<file path="config.mk">
export PLATFORM = sky130hd
export DESIGN_NAME = bet_scanner
export DESIGN_NICKNAME = d
export VERILOG_FILES = /design/src/rtl/bet_scanner.sv
export SDC_FILE = /design/constraint.sdc
export NUM_CORES = 1
export LEC_CHECK = 0
export ABC_AREA = 1
export CAP_MARGIN = 20
export CORE_MARGIN = 10
export CORE_UTILIZATION = 60
export CTS_CLUSTER_SIZE = 20
export DETAILED_ROUTE_END_ITERATION = 8
export PLACE_DENSITY = 0.82
export SYNTH_ARGS = -nofsm -noshare
export SYNTH_HDL_FRONTEND = slang
export SYNTH_SLANG_ARGS = --single-unit
</file>
<file path="constraint.sdc">
create_clock -name clock -period 6.4 [get_ports clock]
set_input_delay 1.28 -clock clock [delete_from_list [all_inputs] [get_ports clock]]
set_output_delay 1.28 -clock clock [all_outputs]
set_load 0.01 [all_outputs]
</file>
<file path="src/rtl/bet_scanner.sv">
// Purpose : scans six 8:1 switch banks (38 bet positions) through a shared mux
//           address, debounces whole-scan results and hands one bet at a time
//           to the processor with a valid/ack handshake.
// Latency : a key held from scan start is reported on the cycle after its
//           DEBOUNCE_SCANS-th completed scan (8*SETTLE_CYCLES cycles per scan).
// Backpr. : a pending bet is held until bet_ack. Presses debounced meanwhile
//           are dropped, and a key must be released before the next report.
// Ports   : clock/reset (async active-low). scan_select is the mux address.
//           bank_sense is the raw, asynchronous bank returns.
//           bet_number/bet_valid/bet_ack form the report handshake.
//           multi_press flags a scan that saw more than one press.
module bet_scanner #(
    parameter int SETTLE_CYCLES  = 16,
    parameter int DEBOUNCE_SCANS = 4
) (
    input  logic       clock,
    input  logic       reset,
    output logic [2:0] scan_select,
    input  logic [5:0] bank_sense,
    output logic [5:0] bet_number,
    output logic       bet_valid,
    input  logic       bet_ack,
    output logic       multi_press
);

    localparam int CW = (SETTLE_CYCLES > 1) ? $clog2(SETTLE_CYCLES) : 1;
    localparam int SW = $clog2(DEBOUNCE_SCANS + 1);
    localparam logic [CW-1:0] SETTLE_LAST = CW'(SETTLE_CYCLES - 1);
    localparam logic [SW-1:0] STAB_FULL   = SW'(DEBOUNCE_SCANS);
    localparam logic [5:0]    LAST_POS    = 6'd37;

    typedef enum logic [1:0] {CLS_EMPTY, CLS_SINGLE, CLS_MULTI} cls_e;
    typedef enum logic [1:0] {ST_ARMED, ST_PENDING, ST_WAIT_RELEASE} state_e;

    // synchronizer
    logic [5:0]    sync1_q, sync2_q;
    // scan timing
    logic [CW-1:0] settle_q;
    logic [2:0]    sel_q;
    // per-scan accumulation: count saturates at 2 (= "more than one")
    logic [1:0]    acc_cnt_q, acc_cnt_d;
    logic [5:0]    acc_pos_q, acc_pos_d;
    // debounce history
    cls_e          hist_cls_q;
    logic [5:0]    hist_pos_q;
    logic [SW-1:0] stab_q, stab_d;
    // report side
    state_e        state_q;
    logic [5:0]    bet_number_q;
    logic          bet_valid_q;
    logic          multi_q;

    logic          sample_now, scan_done, stable;
    logic [2:0]    hits;
    logic [5:0]    hit_pos, cand_pos, scan_pos;
    logic [3:0]    cnt_sum;
    cls_e          scan_cls;

    assign sample_now = (settle_q == SETTLE_LAST);
    assign scan_done  = sample_now && (sel_q == 3'd7);

    // Presses seen on the current mux address; positions 38..47 are ignored.
    always_comb begin
        hits     = 3'd0;
        hit_pos  = 6'd0;
        cand_pos = 6'd0;
        for (int b = 0; b < 6; b++) begin
            cand_pos = {3'(b), sel_q};
            if (sync2_q[b] && (cand_pos <= LAST_POS)) begin
                if (hits == 3'd0) begin
                    hit_pos = cand_pos;
                end
                hits = hits + 3'd1;
            end
        end
    end

    // Fold this sample into the running scan result. The final class of a
    // scan is taken from these next-state values on the sel=7 sample.
    always_comb begin
        cnt_sum   = {2'b00, acc_cnt_q} + {1'b0, hits};
        acc_cnt_d = (cnt_sum >= 4'd2) ? 2'd2 : cnt_sum[1:0];
        acc_pos_d = ((acc_cnt_q == 2'd0) && (hits != 3'd0)) ? hit_pos : acc_pos_q;
        case (acc_cnt_d)
            2'd0:    scan_cls = CLS_EMPTY;
            2'd1:    scan_cls = CLS_SINGLE;
            default: scan_cls = CLS_MULTI;
        endcase
        // position only distinguishes SINGLE results
        scan_pos = (scan_cls == CLS_SINGLE) ? acc_pos_d : 6'd0;
    end

    // Stability count for the scan completing now.
    always_comb begin
        if ((scan_cls == CLS_SINGLE || scan_cls == CLS_EMPTY || scan_cls == CLS_MULTI)
            && (scan_cls == hist_cls_q) && (scan_pos == hist_pos_q)) begin
            stab_d = (stab_q == STAB_FULL) ? stab_q : stab_q + SW'(1);
        end else begin
            stab_d = SW'(1);
        end
        stable = (stab_d == STAB_FULL);
    end

    // Synchronizer, scan timing, accumulation and debounce history.
    always_ff @(posedge clock or negedge reset) begin
        if (!reset) begin
            sync1_q    <= 6'd0;
            sync2_q    <= 6'd0;
            settle_q   <= '0;
            sel_q      <= 3'd0;
            acc_cnt_q  <= 2'd0;
            acc_pos_q  <= 6'd0;
            hist_cls_q <= CLS_EMPTY;
            hist_pos_q <= 6'd0;
            stab_q     <= '0;
            multi_q    <= 1'b0;
        end else begin
            sync1_q <= bank_sense;
            sync2_q <= sync1_q;
            if (sample_now) begin
                settle_q <= '0;
                sel_q    <= sel_q + 3'd1;   // 7 wraps to 0
                if (scan_done) begin
                    acc_cnt_q  <= 2'd0;
                    acc_pos_q  <= 6'd0;
                    hist_cls_q <= scan_cls;
                    hist_pos_q <= scan_pos;
                    stab_q     <= stab_d;
                    multi_q    <= (scan_cls == CLS_MULTI);
                end else begin
                    acc_cnt_q <= acc_cnt_d;
                    acc_pos_q <= acc_pos_d;
                end
            end else begin
                settle_q <= settle_q + CW'(1);
            end
        end
    end

    // Report FSM with registered outputs.
    always_ff @(posedge clock or negedge reset) begin
        if (!reset) begin
            state_q      <= ST_ARMED;
            bet_number_q <= 6'd0;
            bet_valid_q  <= 1'b0;
        end else begin
            case (state_q)
                ST_ARMED: begin
                    if (scan_done && (scan_cls == CLS_SINGLE) && stable) begin
                        bet_number_q <= scan_pos;
                        bet_valid_q  <= 1'b1;
                        state_q      <= ST_PENDING;
                    end
                end
                ST_PENDING: begin
                    if (bet_ack) begin
                        bet_valid_q <= 1'b0;
                        state_q     <= ST_WAIT_RELEASE;
                    end
                end
                ST_WAIT_RELEASE: begin
                    // MULTI scans never count as released.
                    if (scan_done && (scan_cls == CLS_EMPTY) && stable) begin
                        state_q <= ST_ARMED;
                    end
                end
                default: begin
                    state_q     <= ST_ARMED;
                    bet_valid_q <= 1'b0;
                end
            endcase
        end
    end

    assign scan_select = sel_q;
    assign bet_number  = bet_number_q;
    assign bet_valid   = bet_valid_q;
    assign multi_press = multi_q;

endmodule

</file>
Word level (Yosys, flattened, before mapping)
Cells that the tools add are included.
{"block": "word_totals", "register_bits": 46, "out_inout_bits": 11}
{"block": "op_classes", "addsub": 8, "magnitude_cmp": 3, "eq_ne": 14, "n_mux": 30, "bitwise_logic": 1, "reduce_logical": 25}
{"operator": "two-way mux 6 bit", "n": 9}
{"operator": "two-way mux 3 bit", "n": 6}
{"operator": "adder 3 x 1 -> 3 bit, second input constant", "n": 5}
{"operator": "logical NOT 3 bit", "n": 4}
{"operator": "two-way mux 2 bit", "n": 6}
{"operator": "two-way mux 4 bit", "n": 3}
{"operator": "logical AND 1 bit", "n": 10}
{"operator": "== test 3 bit, second input constant", "n": 3}
{"operator": "logical NOT 2 bit", "n": 4}
{"operator": "== test 2 x 1 -> 1 bit, second input constant", "n": 3}
{"operator": "== test 6 bit", "n": 1}
{"operator": "<= comparator 3 x 6 -> 1 bit, second input constant", "n": 1}
{"operator": "<= comparator 6 bit, second input constant", "n": 1}
{"operator": "inequality test 2 bit, second input constant", "n": 3}
{"operator": "one-hot mux 2 bit (3 select lines)", "n": 1}
{"operator": "AND reduction 3 bit", "n": 2}
{"operator": "adder 2 x 3 -> 4 bit", "n": 1}
{"operator": "adder 4 x 1 -> 4 bit, second input constant", "n": 1}
{"operator": "== test 2 bit, second input constant", "n": 2}
{"operator": "== test 4 bit, second input constant", "n": 1}
{"operator": "greater-or-equal comparator 4 x 2 -> 1 bit, second input constant", "n": 1}
{"operator": "one-hot mux 2 bit (2 select lines)", "n": 1}
{"operator": "AND reduction 2 bit", "n": 2}
{"operator": "two-way mux 1 bit", "n": 3}
{"operator": "6 further kinds", "n": 7}

Longest topological paths before layout
Gate-level depths: netlist of the first run.
{"block": "logic_depth", "word_depth": 26, "ltp_mapped": 31}

Least setup slack after synthesis of the first run
No wires, ideal clock.
{"block": "synth_timing", "kind": "reg-to-reg", "start": "register sync2_q[1]", "end": "register bet_number_q[0] (netlist: bet_number[0])", "setup_time_ns": 0.117, "arrival_ns": 3.771, "t_required_ns": 6.283, "setup_slack_ns": 2.512, "stages_incl_launch_ff": 31, "path_cell_list": "dfrtp_1 inv_1 ha_1 inv_1 nand2_1 nand2_1 ha_1 nand2_1 nand2_1 inv_1 ha_1 inv_1 nand2_1 nand2_1 fa_1 a211o_1 nand3_2 nand3_4 nor2_4 buf_6 nand2_2 nand2_1 nand2_1 nor2_2 nand2_2 nor2_4 nand2_4 nor2_8 nand2_4 nand2_1 nand2_1"}
{"block": "synth_between", "elab_chain_len": 21, "word_cells_on_any_way": 41, "cone_classes": "4 x add/sub; 1 x order compare; 6 x eq/ne; 16 x mux; 14 x reduce/logical"}
{"element": "start: declaration", "line_no": "36", "source": "logic [5:0] sync1_q, sync2_q;"}
{"element": "start signal: assignment", "line_no": "119", "source": "sync2_q <= sync1_q;"}
{"element": "parallel branches: the longest is 21 deep, another holds adder 2 x 3 -> 4 bit"}
{"element": "end signal: assignment", "line_no": "150", "source": "bet_number_q <= scan_pos;"}
{"element": "end: declaration", "line_no": "49", "source": "logic [5:0] bet_number_q;"}
Parallel ways; which one is timed is not known.
A chain may end at the register's enable or synchronous reset.

Worst setup path after layout of the first run
{"block": "layout_timing", "start": "register sync2_q[0]", "end": "register bet_number_q[0] (netlist: bet_number[0])"}
{"block": "layout_between", "elab_chain_len": 24, "word_cells_on_any_way": 47, "cone_classes": "5 x add/sub; 1 x order compare; 6 x eq/ne; 19 x mux; 16 x reduce/logical"}
{"element": "logical AND 1 bit *", "line_no": "69", "source": "if (sync2_q[b] && (cand_pos <= LAST_POS)) begin"}
{"element": "parallel branches: the longest is 23 deep, another holds adder 2 x 3 -> 4 bit"}
Mark *: on every way between the ends.

==> out/qor.yml, run 1 <==
cts:
  cts_hold_buf: 0
  cts_tree: "done"
  post_cts_resized: 0
  cts.sinks: 45
  clk_pin_slew_ns: 0.08
  post-cts-setup-buffers: 0
  cts.path.max_buffers: 2
  cts_buffers: 5
  cts_htree_levels: 2
  ctsRootBufferMaster: "clkbuf_8"
  clkLatencyLatePin_ns: 0.29
job:
  maxCapViolCount: 0
place:
  numPortBuffers: 18
  place_ws_ns: 1.95
  dpl.hpwl_um: 3690
  placed_area_um2: 2820
  globalplace.congestion: 0.823
cells_and_area:
  final_common_cell: "nand2_1"
  fin_area_um2: 2910
  antennaDiodeCount: 0
  seqCellArea_um2: 1130
  drive_gt1_frac: 0.122
  area_growth_syn_to_layout_pct: 11.6
  utilization: 0.707
  layout_common_cells: "89 x nand2_1, 45 x dfrtp_1, 38 x inv_1"
  fillerInstances: 335
  finalNetCount: 355
  multi_input_area_um2: 1310
setup_path:
  crit_type: "reg2reg"
  cpPeakStageDelay_ns: 0.38
  r2r-start: "sync2_q[0]"
  crit_required_ns: 6.59
  crit_slowest_cell: "ha_1"
  cp.arrival_ns: 4.64
  worstSetupStartpoint: "sync2_q[0]"
  crit_path_max_fanout: 14
  start_kind: "register"
  cpMostUsedCell: "nand2_1"
  crit_path_end_kind: "register"
sta:
  slew_headroom: 0.346
  timing.fmax_mhz: 224
  tightest_slew_ns: 0.981
  rsz0062_at_grt: "no"
  tns_ns: 0
  layout_min_cycle_time_ns: 4.45
  skew_ns: 0.00444
  drv_slew: 0
  hold_viol: 0
  timing.final.crit_share: 0.696
  setup_slack_ns: 1.95
  setup_violations: 0
synthesis:
  netlist_area_um2: 2610
  seq_area_frac_synth: 0.432
  synth_warnings: 0
  ys_ff_latch: 45
  ys_types: 31
  syn_inst: 308
  syn-num-nets: 334
  synth.avg_cell_area_um2: 8.46
grt:
  grt_pass1_wl_um: 8870
  grt_max_degree: 46
  antenna_found_initial: 0
  track_usage: 0.143
  first_global_vias: 2011
  overflow: 0
min_path:
  hp-class: "reg2reg"
  hp-start: "sync1_q[3]"
drt:
  drtIter0Drc: 160
  wirelength_um: 4850
  via_per_inst: 5.17
  first_pass_iters: 4
  dr_total_vias: 1961
  ant_nets: 0
  detail_route.wl_per_cell_um: 12.8
  drc: 0
floorplanning:
  start_util: 0.633
  io_pins: 20
  rows: 23
  dieArea_um2: 7380
  core_um2: 4120
  die_y_um: 85.9
  die_width_um: 85.9
power_and_ir_drop:
  p_leak_nw: 1.54
  power_w: 0.000716
  vdd_ir_drop_max_mv: 0.165
  power_density_nw_per_um2: 246
status:
  status: "finished clean"
[critical path, delay by kind of cell (launching register included)]
family / cells / cell delay, ns
buf+inv: 5 / 0.34
flops: 1 / 0.36
compound gates: 1 / 0.32
simple gates: 20 / 2.15
fa+ha+maj: 4 / 1.18
[layer usage]
metal	part of all wire	wire, µm	global-route usage
met2	0.49	2380	0.243
met3	0.045	218	0.0312
met1	0.46	2220	0.178
met5	0	0	0
met4	0.0074	36	0.0419
[state kept, by name, indices dropped and copies added, names as in the netlist]
signal,count
hist_cls_q,1
acc_cnt_q,2
bet_number,6
sync2_q,5
hist_pos_q,6
state_q,2
scan_select,3
acc_pos_q,6
stab_q,3
settle_q,4
sync1_q,5
bet_valid,1
multi_press,1
[where the power goes]
group,total [W],leakage (nW),switching (W),internal (W)
logic,0.000226,0.912,0.000146,0.0000801
clock network,0.000176,0.0443,0.0000899,0.0000857
registers,0.000314,0.582,0.0000114,0.000302
[per-stage QoR]
step | std cells | hold WS, ns
after floorplan | 308 | 0.331
after global placement | 372 | 0.333
after detailed placement | 372 | 0.335
after CTS | 379 | 0.352
after global routing | 379 | 0.354
final | 379 | 0.352
[cell families after synthesis]
group / after synthesis / share of synthesized area
AOI/OAI and AO/OA: 23 / 0.0509
DFF: 45 / 0.432
xor gates and xnor gates: 5 / 0.0168
adders and majority gates: 17 / 0.0845
buffers and inverters: 44 / 0.0662
and+or+nand+nor: 174 / 0.349
[synth_stat cells (all sizes together)]
library cell	number	share of area
o31ai	2	0.0058
fa	1	0.0077
a21boi	1	0.0029
clkinv	1	0.0014
o21bai	1	0.0029
a211o	1	0.0034
buf	1	0.0043
xnor2	1	0.0034
nor3	1	0.0062
nand4	2	0.0048
inv	39	0.056
o22ai	3	0.0072
nand3b	10	0.029
xor2	4	0.013
o21ai	13	0.025
or2	1	0.0024
nand2	107	0.18
clkbuf	3	0.0043
a21oi	2	0.0038
nor2	22	0.049
nand3	31	0.075
ha	16	0.077
dfrtp	45	0.43
[worst paths after layout]
kind	to	slack (ns)	cells past startpoint
min in group asynchronous	scan_select[1]	1.15	1
min	sync2_q[3]	0.35	0
max reg2reg	bet_number[0]	1.95	30
max	bet_number[0]	1.95	30
min reg2reg	sync2_q[3]	0.35	0
max in group asynchronous	acc_pos_q[3]	4.66	1
[final cells by class]
type	instances	area share
multi-input combinational	219	0.450
inverter	40	0.0516
sequential	45	0.387
timing repair buffer	18	0.0602
clock buffer	7	0.0297
tap	50	0.0215
Note: power is estimated with default switching activity, not from simulation.
==> inputs of run 2 (changes only) <==
Settings changed: CORE_UTILIZATION 60 to 58, PLACE_DENSITY 0.82 to 0.79.
Clock period 6.4 ns to 4.2 ns, I/O delays scaled along.
==> run 2 against run 1 <==
Register-to-register slack lost 1.8 ns. Critical path depth is the same. Core utilization grew 5.8 points. Clock power grew 66%. Final area grew 15%. Power grew 79%. Via count grew 11%. Critical endpoint is now bet_number[3]. Largest cell class unchanged. Highest routed layer unchanged.
==> out/qor.yml, run 2 (same netlist as run 1, synthesis figures left out) <==
power_and_ir_drop:
  p_leak_nw: 1.75
  vdd_ir_drop_max_mv: 0.250
  power_density_nw_per_um2: 385
setup_path:
  crit_type: "reg2reg"
  cpPeakStageDelay_ns: 0.39
  start_kind: "register"
  crit_path_max_fanout: 6
  crit_required_ns: 4.44
  worst-path-buf-inv: 6
  cp.arrival_ns: 4.27
  cpMostUsedCell: "nand2_2"
  crit_slowest_cell: "dfrtp_1"
  crit_path_end_kind: "register"
  crit_family: "simple AND/OR/NAND/NOR gates"
drt:
  dr_total_vias: 2178
  ant_nets: 0
  drtIter0Drc: 105
  detail_route.wl_per_cell_um: 13.5
  drc: 0
  wirelength_um: 5540
  wl_met1_um: 2430
  top_layer: "met4"
  routed-wl-met3_um: 192
  via_per_inst: 5.33
  first_pass_iters: 4
  wl_met2_um: 2820
floorplanning:
  rows: 24
  start_util: 0.599
  io_pins: 20
  core_um2: 4350
  die_width_um: 87.0
  dieArea_um2: 7580
  die_y_um: 87.0
grt:
  overflow: 0
  grt_pass1_wl_um: 9200
  antenna_found_initial: 0
  first_global_vias: 2082
  grt_max_degree: 46
  track_usage: 0.148
place:
  dpl.hpwl_um: 3810
  globalplace.congestion: 0.802
  placed_area_um2: 2930
  numPortBuffers: 18
  place_inst: 387
cells_and_area:
  area_growth_syn_to_layout_pct: 27.7
  stdcell_count: 409
  finalNetCount: 382
  drive_gt1_frac: 0.291
  utilization: 0.765
  layout_common_cells: "68 x nand2_1, 45 x dfrtp_1, 32 x inv_1"
  antennaDiodeCount: 0
  final_common_cell: "nand2_1"
  fin_area_um2: 3330
sta:
  layout_min_cycle_time_ns: 4.03
  tightest_slew_ns: 0.630
  timing.final.crit_share: 0.960
  hold_viol: 0
  skew_ns: 0.00618
  setup_violations: 0
  rsz0062_at_grt: "yes"
  tns_ns: 0
  timing.fmax_mhz: 248
  slew_headroom: 0.578
  drv_slew: 0
  holdWs_ns: 0.350
cts:
  cts.sinks: 45
  cts.path.max_buffers: 2
  clkLatencyLatePin_ns: 0.30
  clk_pin_slew_ns: 0.08
  cts_hold_buf: 0
  cts_htree_levels: 2
  cts_tree: "done"
  ctsRootBufferMaster: "clkbuf_8"
  cts_buffers: 5
min_path:
  hp-class: "reg2reg"
status:
  status: "finished clean"
job:
  maxCapViolCount: 0
==> run 2: changes by cell type in the layout (fill, tap and decap cells not counted), sizes merged <==
cell,change
clkbuf,+1
buf,+26
clkinv,+1
==> run 2: where the power goes <==
| part | switching (W) | total (W) | internal (W) |
|---|---|---|---|
| combinational | 0.000282 | 0.000509 | 0.000227 |
| clock | 0.000144 | 0.000292 | 0.000149 |
| sequential | 0.0000202 | 0.000481 | 0.000461 |
| total | 0.000446 | 0.00128 | 0.000836 |
==> run 2: worst paths after layout <==
kind / cells after the start / end / slack (ns) / from
min in group asynchronous: 1 / scan_select[2] / 0.49 / reset
worst max register to register: 30 / bet_number[3] / 0.17 / sync2_q[1]
max in group asynchronous: 2 / bet_number[1] / 3.21 / reset
worst min-delay path: 0 / sync2_q[0] / 0.35 / sync1_q[0]
worst min register to register: 0 / sync2_q[0] / 0.35 / sync1_q[0]
worst max-delay path: 30 / bet_number[3] / 0.17 / sync2_q[1]
==> run 2: metal layers <==
metal	vias to the layer above	track usage
met4	0	0.0501
met5	-	0
met3	11	0.0346
met1	1063	0.179
li1	1068	-
met2	36	0.251
==> run 2: area by class of cell <==
class / count / area (µm²)
multi-input cells: 219 / 1470
clock inverters: 1 / 5.00
inverters: 40 / 150
repair buffers: 45 / 420
well taps: 52 / 65.1
fillers: 293 / 1020
flip-flops and latches: 45 / 1130
clock buffers: 7 / 96.3
==> run 2: metrics by stage <==
step,total power [W],setup slack (ns)
global route,0.00136,-0.0849
finish,0.00128,0.167
global placement,0.000883,0.107
detailed placement,0.000895,-0.0160
CTS,0.00119,0.0169
floorplan,0.000772,0.312
==> run 2: what timing repair did <==
item | 4_1_cts | 5_1_grt
setup endpoints to repair | 7 | 12
gates cloned | 0 | 1
pin swaps | 0 | 28
buffers inserted | 1 | 11
gates resized for setup | 1 | 42
